**src/rtl/hazard_stall_ctrl.sv**
```systemverilog
// hazard_stall_ctrl: pipeline stall/flush/freeze arbiter with D-cache wait watchdog.
// Define PERF_CNT_EN to add load-use, branch and freeze event counters.
module hazard_stall_ctrl #(
    parameter int BRANCH_PENALTY = 1,
    parameter int MEM_TIMEOUT    = 255
) (
    input  logic        clk_i,
    input  logic        rst_ni,
    input  logic [4:0]  id_rs_addr_i,
    input  logic [4:0]  id_rt_addr_i,
    input  logic        id_uses_rt_i,
    input  logic        ex_memread_i,
    input  logic [4:0]  ex_rt_addr_i,
    input  logic        branch_taken_i,
    input  logic        icache_stall_i,
    input  logic        dcache_stall_i,
    output logic        pc_write_o,
    output logic        ifid_write_o,
    output logic        ifid_flush_o,
    output logic        idex_bubble_o,
    output logic        pipe_freeze_o,
    output logic        mem_timeout_o,
    output logic [1:0]  state_o
`ifdef PERF_CNT_EN
    ,
    output logic [31:0] perf_lu_stalls_o,
    output logic [31:0] perf_br_flushes_o,
    output logic [31:0] perf_mem_cycles_o
`endif
);
    typedef enum logic [1:0] {RUN = 2'd0, FLUSH = 2'd1, MEM_WAIT = 2'd2} state_e;
    localparam logic [2:0]  RELOAD = 3'(BRANCH_PENALTY - 1);
    localparam logic [15:0] WMAX   = 16'(MEM_TIMEOUT);
    state_e      state_q, state_d;
    logic [2:0]  fcnt_q, fcnt_d;
    logic [15:0] wcnt_q, wcnt_d;
    logic        timeout_q, timeout_d;
    logic        lu, in_flush;
    assign lu = ex_memread_i && ex_rt_addr_i != 5'd0 &&
                (ex_rt_addr_i == id_rs_addr_i || (id_uses_rt_i && ex_rt_addr_i == id_rt_addr_i));
    assign in_flush      = state_q == FLUSH;
    assign state_o       = state_q;
    assign mem_timeout_o = timeout_q;
    always_comb begin
        pc_write_o    = 1'b0;
        ifid_write_o  = 1'b0;
        ifid_flush_o  = 1'b1;
        idex_bubble_o = 1'b1;
        pipe_freeze_o = 1'b0;
        if (!rst_ni) begin
            pc_write_o = 1'b0;
        end else if (dcache_stall_i) begin
            // ID/EX must hold, otherwise the instruction in EX is lost
            pipe_freeze_o = 1'b1;
            ifid_flush_o  = 1'b0;
            idex_bubble_o = 1'b0;
        end else if (branch_taken_i) begin
            pc_write_o = 1'b1;
        end else if (in_flush) begin
            pc_write_o = !icache_stall_i;
        end else if (lu) begin
            ifid_flush_o = 1'b0;
        end else if (icache_stall_i) begin
            idex_bubble_o = 1'b0;
        end else begin
            pc_write_o    = 1'b1;
            ifid_write_o  = 1'b1;
            ifid_flush_o  = 1'b0;
            idex_bubble_o = 1'b0;
        end
    end
    always_comb begin
        state_d   = state_q;
        fcnt_d    = fcnt_q;
        wcnt_d    = '0;
        timeout_d = timeout_q;
        if (dcache_stall_i) begin
            state_d   = MEM_WAIT;
            wcnt_d    = (wcnt_q == WMAX) ? wcnt_q : wcnt_q + 16'd1;
            timeout_d = timeout_q || wcnt_d == WMAX;
        end else if (branch_taken_i) begin
            state_d = (BRANCH_PENALTY > 1) ? FLUSH : RUN;
            fcnt_d  = RELOAD;
        end else if (in_flush) begin
            fcnt_d  = (fcnt_q == 3'd0) ? 3'd0 : fcnt_q - 3'd1;
            state_d = (fcnt_q <= 3'd1) ? RUN : FLUSH;
        end else begin
            state_d = (fcnt_q != 3'd0) ? FLUSH : RUN;
        end
    end
    always_ff @(posedge clk_i or negedge rst_ni) begin
        if (!rst_ni) begin
            state_q   <= RUN;
            fcnt_q    <= '0;
            wcnt_q    <= '0;
            timeout_q <= 1'b0;
        end else begin
            state_q   <= state_d;
            fcnt_q    <= fcnt_d;
            wcnt_q    <= wcnt_d;
            timeout_q <= timeout_d;
        end
    end
`ifdef PERF_CNT_EN
    logic lu_ev, br_ev;
    assign lu_ev = !dcache_stall_i && !branch_taken_i && !in_flush && lu;
    assign br_ev = !dcache_stall_i && branch_taken_i;
    always_ff @(posedge clk_i or negedge rst_ni) begin
        if (!rst_ni) begin
            perf_lu_stalls_o  <= '0;
            perf_br_flushes_o <= '0;
            perf_mem_cycles_o <= '0;
        end else begin
            perf_lu_stalls_o  <= perf_lu_stalls_o + 32'(lu_ev);
            perf_br_flushes_o <= perf_br_flushes_o + 32'(br_ev);
            perf_mem_cycles_o <= perf_mem_cycles_o + 32'(dcache_stall_i);
        end
    end
`endif
endmodule
```
**config.mk**
```make
export PLATFORM = sky130hd
export DESIGN_NAME = hazard_stall_ctrl
export DESIGN_NICKNAME = d
export VERILOG_FILES = /design/src/rtl/hazard_stall_ctrl.sv
export SDC_FILE = /design/constraint.sdc
export NUM_CORES = 1
export LEC_CHECK = 0
export CAP_MARGIN = 20
export CORE_MARGIN = 2
export CORE_UTILIZATION = 51
export CTS_CLUSTER_DIAMETER = 150
export DETAILED_ROUTE_END_ITERATION = 10
export GPL_TIMING_DRIVEN = 0
export PLACE_DENSITY = 0.84
export SLEW_MARGIN = 10
export SYNTH_ARGS = -nofsm -noshare
export SYNTH_HDL_FRONTEND = slang
export SYNTH_SLANG_ARGS = --single-unit
```
**constraint.sdc**
```tcl
create_clock -name clk_i -period 3.35 [get_ports clk_i]
set_clock_uncertainty 0.05 [all_clocks]
set_input_delay 0.67 -clock clk_i [delete_from_list [all_inputs] [get_ports clk_i]]
set_output_delay 0.67 -clock clk_i [all_outputs]
set_load 0.03 [all_outputs]
```
==> reports/summary.log <==
INFO  run_status     outcome=finished clean
INFO  critical_path  crit_family=simple AND/OR/NAND/NOR gates
INFO  finish         synthToLayoutAreaGrowth=25.66%
INFO  placement      placement.io_buffers=29
INFO  critical_path  cp_num_buf_inv=2
INFO  clock_network  tritoncts.num_buffers=3
INFO  route          number_of_nets_with_antenna_violations_after_routing=0
INFO  sta            final_min_period_over_clock_period=95.69%
INFO  pwr            netSwitchingFraction=22.64%
INFO  finish         finalCoreUtilization=67.46%
INFO  floorplanning  fp-row-count=19
INFO  sta            setup_viol_count_final=0
INFO  synth          post-synth-top-count-cell=dfrtp_1
INFO  finish         final_nets=221
INFO  synth          synthTopCellsByCount=dfrtp_1, xnor2_1, nor2_1
INFO  critical_path  worst_r2r_endpoint=mem_timeout_o$_DFFE_PN0P_
INFO  floorplanning  floorplan.io_pins=30
INFO  pwr            seq_power_share=48.8%
INFO  synth          synth_flop_cell=dfrtp_1
INFO  sta            timing.slew.headroom=63.79%
INFO  finish         num_antenna_cells=0
INFO  sta            timing_hold_violations_final=0
INFO  synth          count_of_flip_flops_with_a_built_in_enable_after_synthesis=0
INFO  pwr            max-vdd-ir-drop=0.3489mV
INFO  placement      post_dp_cell_area=1797um^2
INFO  synth          ranking_of_synthesized_cells_by_area=dfrtp_1, xnor2_1, and2_1
INFO  synth          yosysTopAreaCell=dfrtp_1
INFO  finish         number_of_inserted_filler_cells_in_the_final_layout=217
INFO  floorplanning  starting_density_of_the_core=53.68%
INFO  critical_path  cp.required=2.63ns
INFO  placement      dpl.hpwl=2.455mm
INFO  global_routing grt_overflow_total=0
INFO  pwr            cell_internal_pwr=0.0004335W
INFO  synth          syn-instance-count=162
INFO  global_routing grt_pass1_wl=5.796mm
INFO  finish         layout.cell_area.non_filler=1844um^2
INFO  sta            rsz_0062_raised_after_global_routing=true
INFO  critical_path  crit_path_end_kind=output port
INFO  route          detail_route.first_pass.iterations=5
INFO  clock_network  cts-root-to-sink-buffers=2
INFO  clock_network  clk_transition_reported_paths=0.13ns
INFO  critical_path  critPathKind=in2out
INFO  sta            slew_viol_final=0
INFO  critical_path  crit_fanout=3
INFO  global_routing antenna_found_initial=0
INFO  route          route.detailed.wl_per_inst=14.44um
INFO  clock_network  number_of_buffers_inserted_for_hold_repair_after_clock_tree_synthesis=0
INFO  route          drc=0
INFO  clock_network  worstSkewPairLatency=0.31ns
INFO  floorplanning  die_h=57.65um
INFO  synth          syn_area=1468um^2
INFO  sta            maxClockFrequency=311.9MHz
INFO  pwr            power_per_cell_area=303.8nW/um^2
INFO  critical_path  path_cells=clkdlybuf4s50_1 -> or4_1 -> o21a_1 -> and2_1 -> a221oi_1 -> buf_2
INFO  critical_path  crit_start=ex_rt_addr_i[1]
INFO  clock_network  tritoncts_clock_tree=built
INFO  floorplanning  die_w=57.65um
INFO  route          detail_route.vias_per_cell=5.792
INFO  floorplanning  floorplan.core_area=2734um^2
INFO  sta            fin_crit=3.206ns
INFO  critical_path  critPathLaunchType=input port
INFO  critical_path  regToRegStartpoint=wcnt_q[11]$_DFF_PN0_
INFO  min_path       worst_hold_path_class=in2async
INFO  pwr            net-switching-power=0.0001269W
INFO  synth          synth_async_sr_flop_share=100.0%
INFO  placement      gpl.final_weighted_congestion=0.9143
INFO  pwr            clock_power_share=36.3%
INFO  clock_network  cell_at_the_root_of_the_clock_tree=clkbuf_4
INFO  route          detailroute.via_count=1,309
INFO  clock_network  clock-sinks=22
INFO  floorplanning  fp.dieArea=3323um^2
INFO  global_routing grt_max_degree=27
INFO  pwr            share_comb_of_total_power=14.9%
INFO  route          routed_wirelength=3.264mm
INFO  synth          syn_avg_cell_area=9.060um^2
INFO  critical_path  cpMaxStageDelayCell=or4_1
INFO  synth          mappedNetlistNets=187
INFO  global_routing grt.total_usage=22.14%
INFO  critical_path  ff2ff_path_depth=6
INFO  route          dr.first_iter.drc_count=69
INFO  synth          yosys.cell_types.count=45
INFO  critical_path  r2r_setup_slack=1.15ns
INFO  pwr            power.leakage=0.8067nW
INFO  clock_network  cts_htree_levels=1
INFO  critical_path  critPathMaxStageDelay=0.54ns
INFO  job            drv.max_cap_violation_count=0
INFO  synth          synth-seq-area-share=37.51%
INFO  finish         drive_gt1_share=10.77%
INFO  critical_path  arrival_time_of_the_worst_setup_path=2.49ns
INFO  sta            worst_pin_slew=0.5432ns
INFO  synth          yosys.area.top_type_share=37.51%
INFO  global_routing number_of_global_route_vias_before_repair=1,356
INFO  synth          ys_warnings=0
INFO  synth          synth_seq_cells=22
-- power groups by stage --
stage / logic (W) / clock network [W] / registers (W)
6_report: 0.0000836 / 0.000203 / 0.000273
5_1_grt: 0.0000925 / 0.000220 / 0.000274
3_5_place_dp: 0.0000863 / 0 / 0.000279
4_1_cts: 0.0000853 / 0.000212 / 0.000273
2_1_floorplan: 0.0000366 / 0 / 0.000279
3_3_place_gp: 0.0000838 / 0 / 0.000278
-- kinds of logic (layout without fill, tap and decap cells) --
group                    after synthesis  after routing  share of synthesized area (%)
adder cells (fa/ha/maj)                3              3                          2.558
buffers and inverters                 10             43                          3.154
multiplexers                           1              1                         0.6820
AND/OR/NAND/NOR                       74             74                          28.05
AO/OA/AOI/OAI                         32             32                          16.11
flip-flops                            22             22                          37.51
XOR/XNOR                              20             20                          11.94
-- state kept, by name, summed over array words and instances (netlist names) --
signal,count
wcnt_q,16
fcnt_q,3
state_o,2
mem_timeout_o,1
-- cells in the final DEF, fill, tap and decap left out, drive strengths merged, types with 2 or more instances in the layout --
cell type,synthesis,routed
a21boi,3,3
a21oi,5,5
a31oi,3,3
and2,9,9
and3,5,5
buf,2,6
clkbuf,3,6
clkdlybuf4s50,0,23
dfrtp,22,22
ha,3,3
inv,5,5
nand2,12,12
nand2b,3,3
nand3,6,6
nand4,4,4
nor2,14,14
nor2b,3,3
nor3,5,5
nor3b,2,2
nor4,3,3
o21a,3,3
o21ai,5,5
or2,2,2
or4,4,4
xnor2,14,14
xor2,6,6
-- worst max path at each step --
| stage | slack (ns) | cells past startpoint | end |
|---|---|---|---|
| finish | 0.14 | 6 | pc_write_o |
| detailed placement | -0.49 | 4 | ifid_write_o |
| global placement | -0.42 | 4 | ifid_write_o |
| floorplan | 0.16 | 4 | ifid_write_o |
| global route | -0.004 | 6 | pc_write_o |
| CTS | 0.03 | 6 | pc_write_o |
-- layer usage --
layer / part of all wire [%] / vias to the layer above / GRT usage, % / routed length, um
met3: 3.7 / 9 / 2.902 / 122
li1: - / 653 / - / -
met5: 0 / - / 0 / 0
met4: 1.3 / 0 / 7.973 / 43
met1: 43 / 618 / 28.26 / 1406
met2: 52 / 29 / 38.47 / 1691
-- area by class of cell --
type | count | area, um^2 | area share, %
clock buffer | 3 | 22.52 | 1.221
multi-input combinational | 130 | 877.1 | 47.56
tap | 31 | 38.79 | 2.103
buffer | 5 | 30.03 | 1.628
inverter | 5 | 18.77 | 1.018
clock inverter | 1 | 30.03 | 1.628
timing repair buffer | 29 | 276.5 | 14.99
sequential | 22 | 550.5 | 29.85
-- metrics by stage --
stage | std cells | hold WS (ns) | worst slack [ns] | setup TNS [ns] | power (W)
global route | 226 | 0.3059 | -0.003643 | -0.003643 | 0.0005866
CTS | 226 | 0.4400 | 0.03313 | 0 | 0.0005703
global placement | 222 | 0.4033 | -0.4181 | -1.522 | 0.0003620
floorplan | 162 | 0.3244 | 0.1631 | 0 | 0.0003154
finish | 226 | 0.2692 | 0.1442 | 0 | 0.0005604
detailed placement | 222 | 0.4065 | -0.4938 | -1.754 | 0.0003648
-- worst register-to-register path: stages (launching register included) --
cell and delay, ns:
dfrtp_1 0.38, buf_2 0.16, or4_1 0.56, nor2_2 0.31
a211oi_1 0.15, nor4_1 0.32, a41o_1 0.21
-- what timing repair did --
item | in CTS | in global routing
buffers inserted | 0 | 0
setup endpoints to repair | 5 | 4
gates resized for setup | 16 | 10
Power figures use the tool's default switching activity.
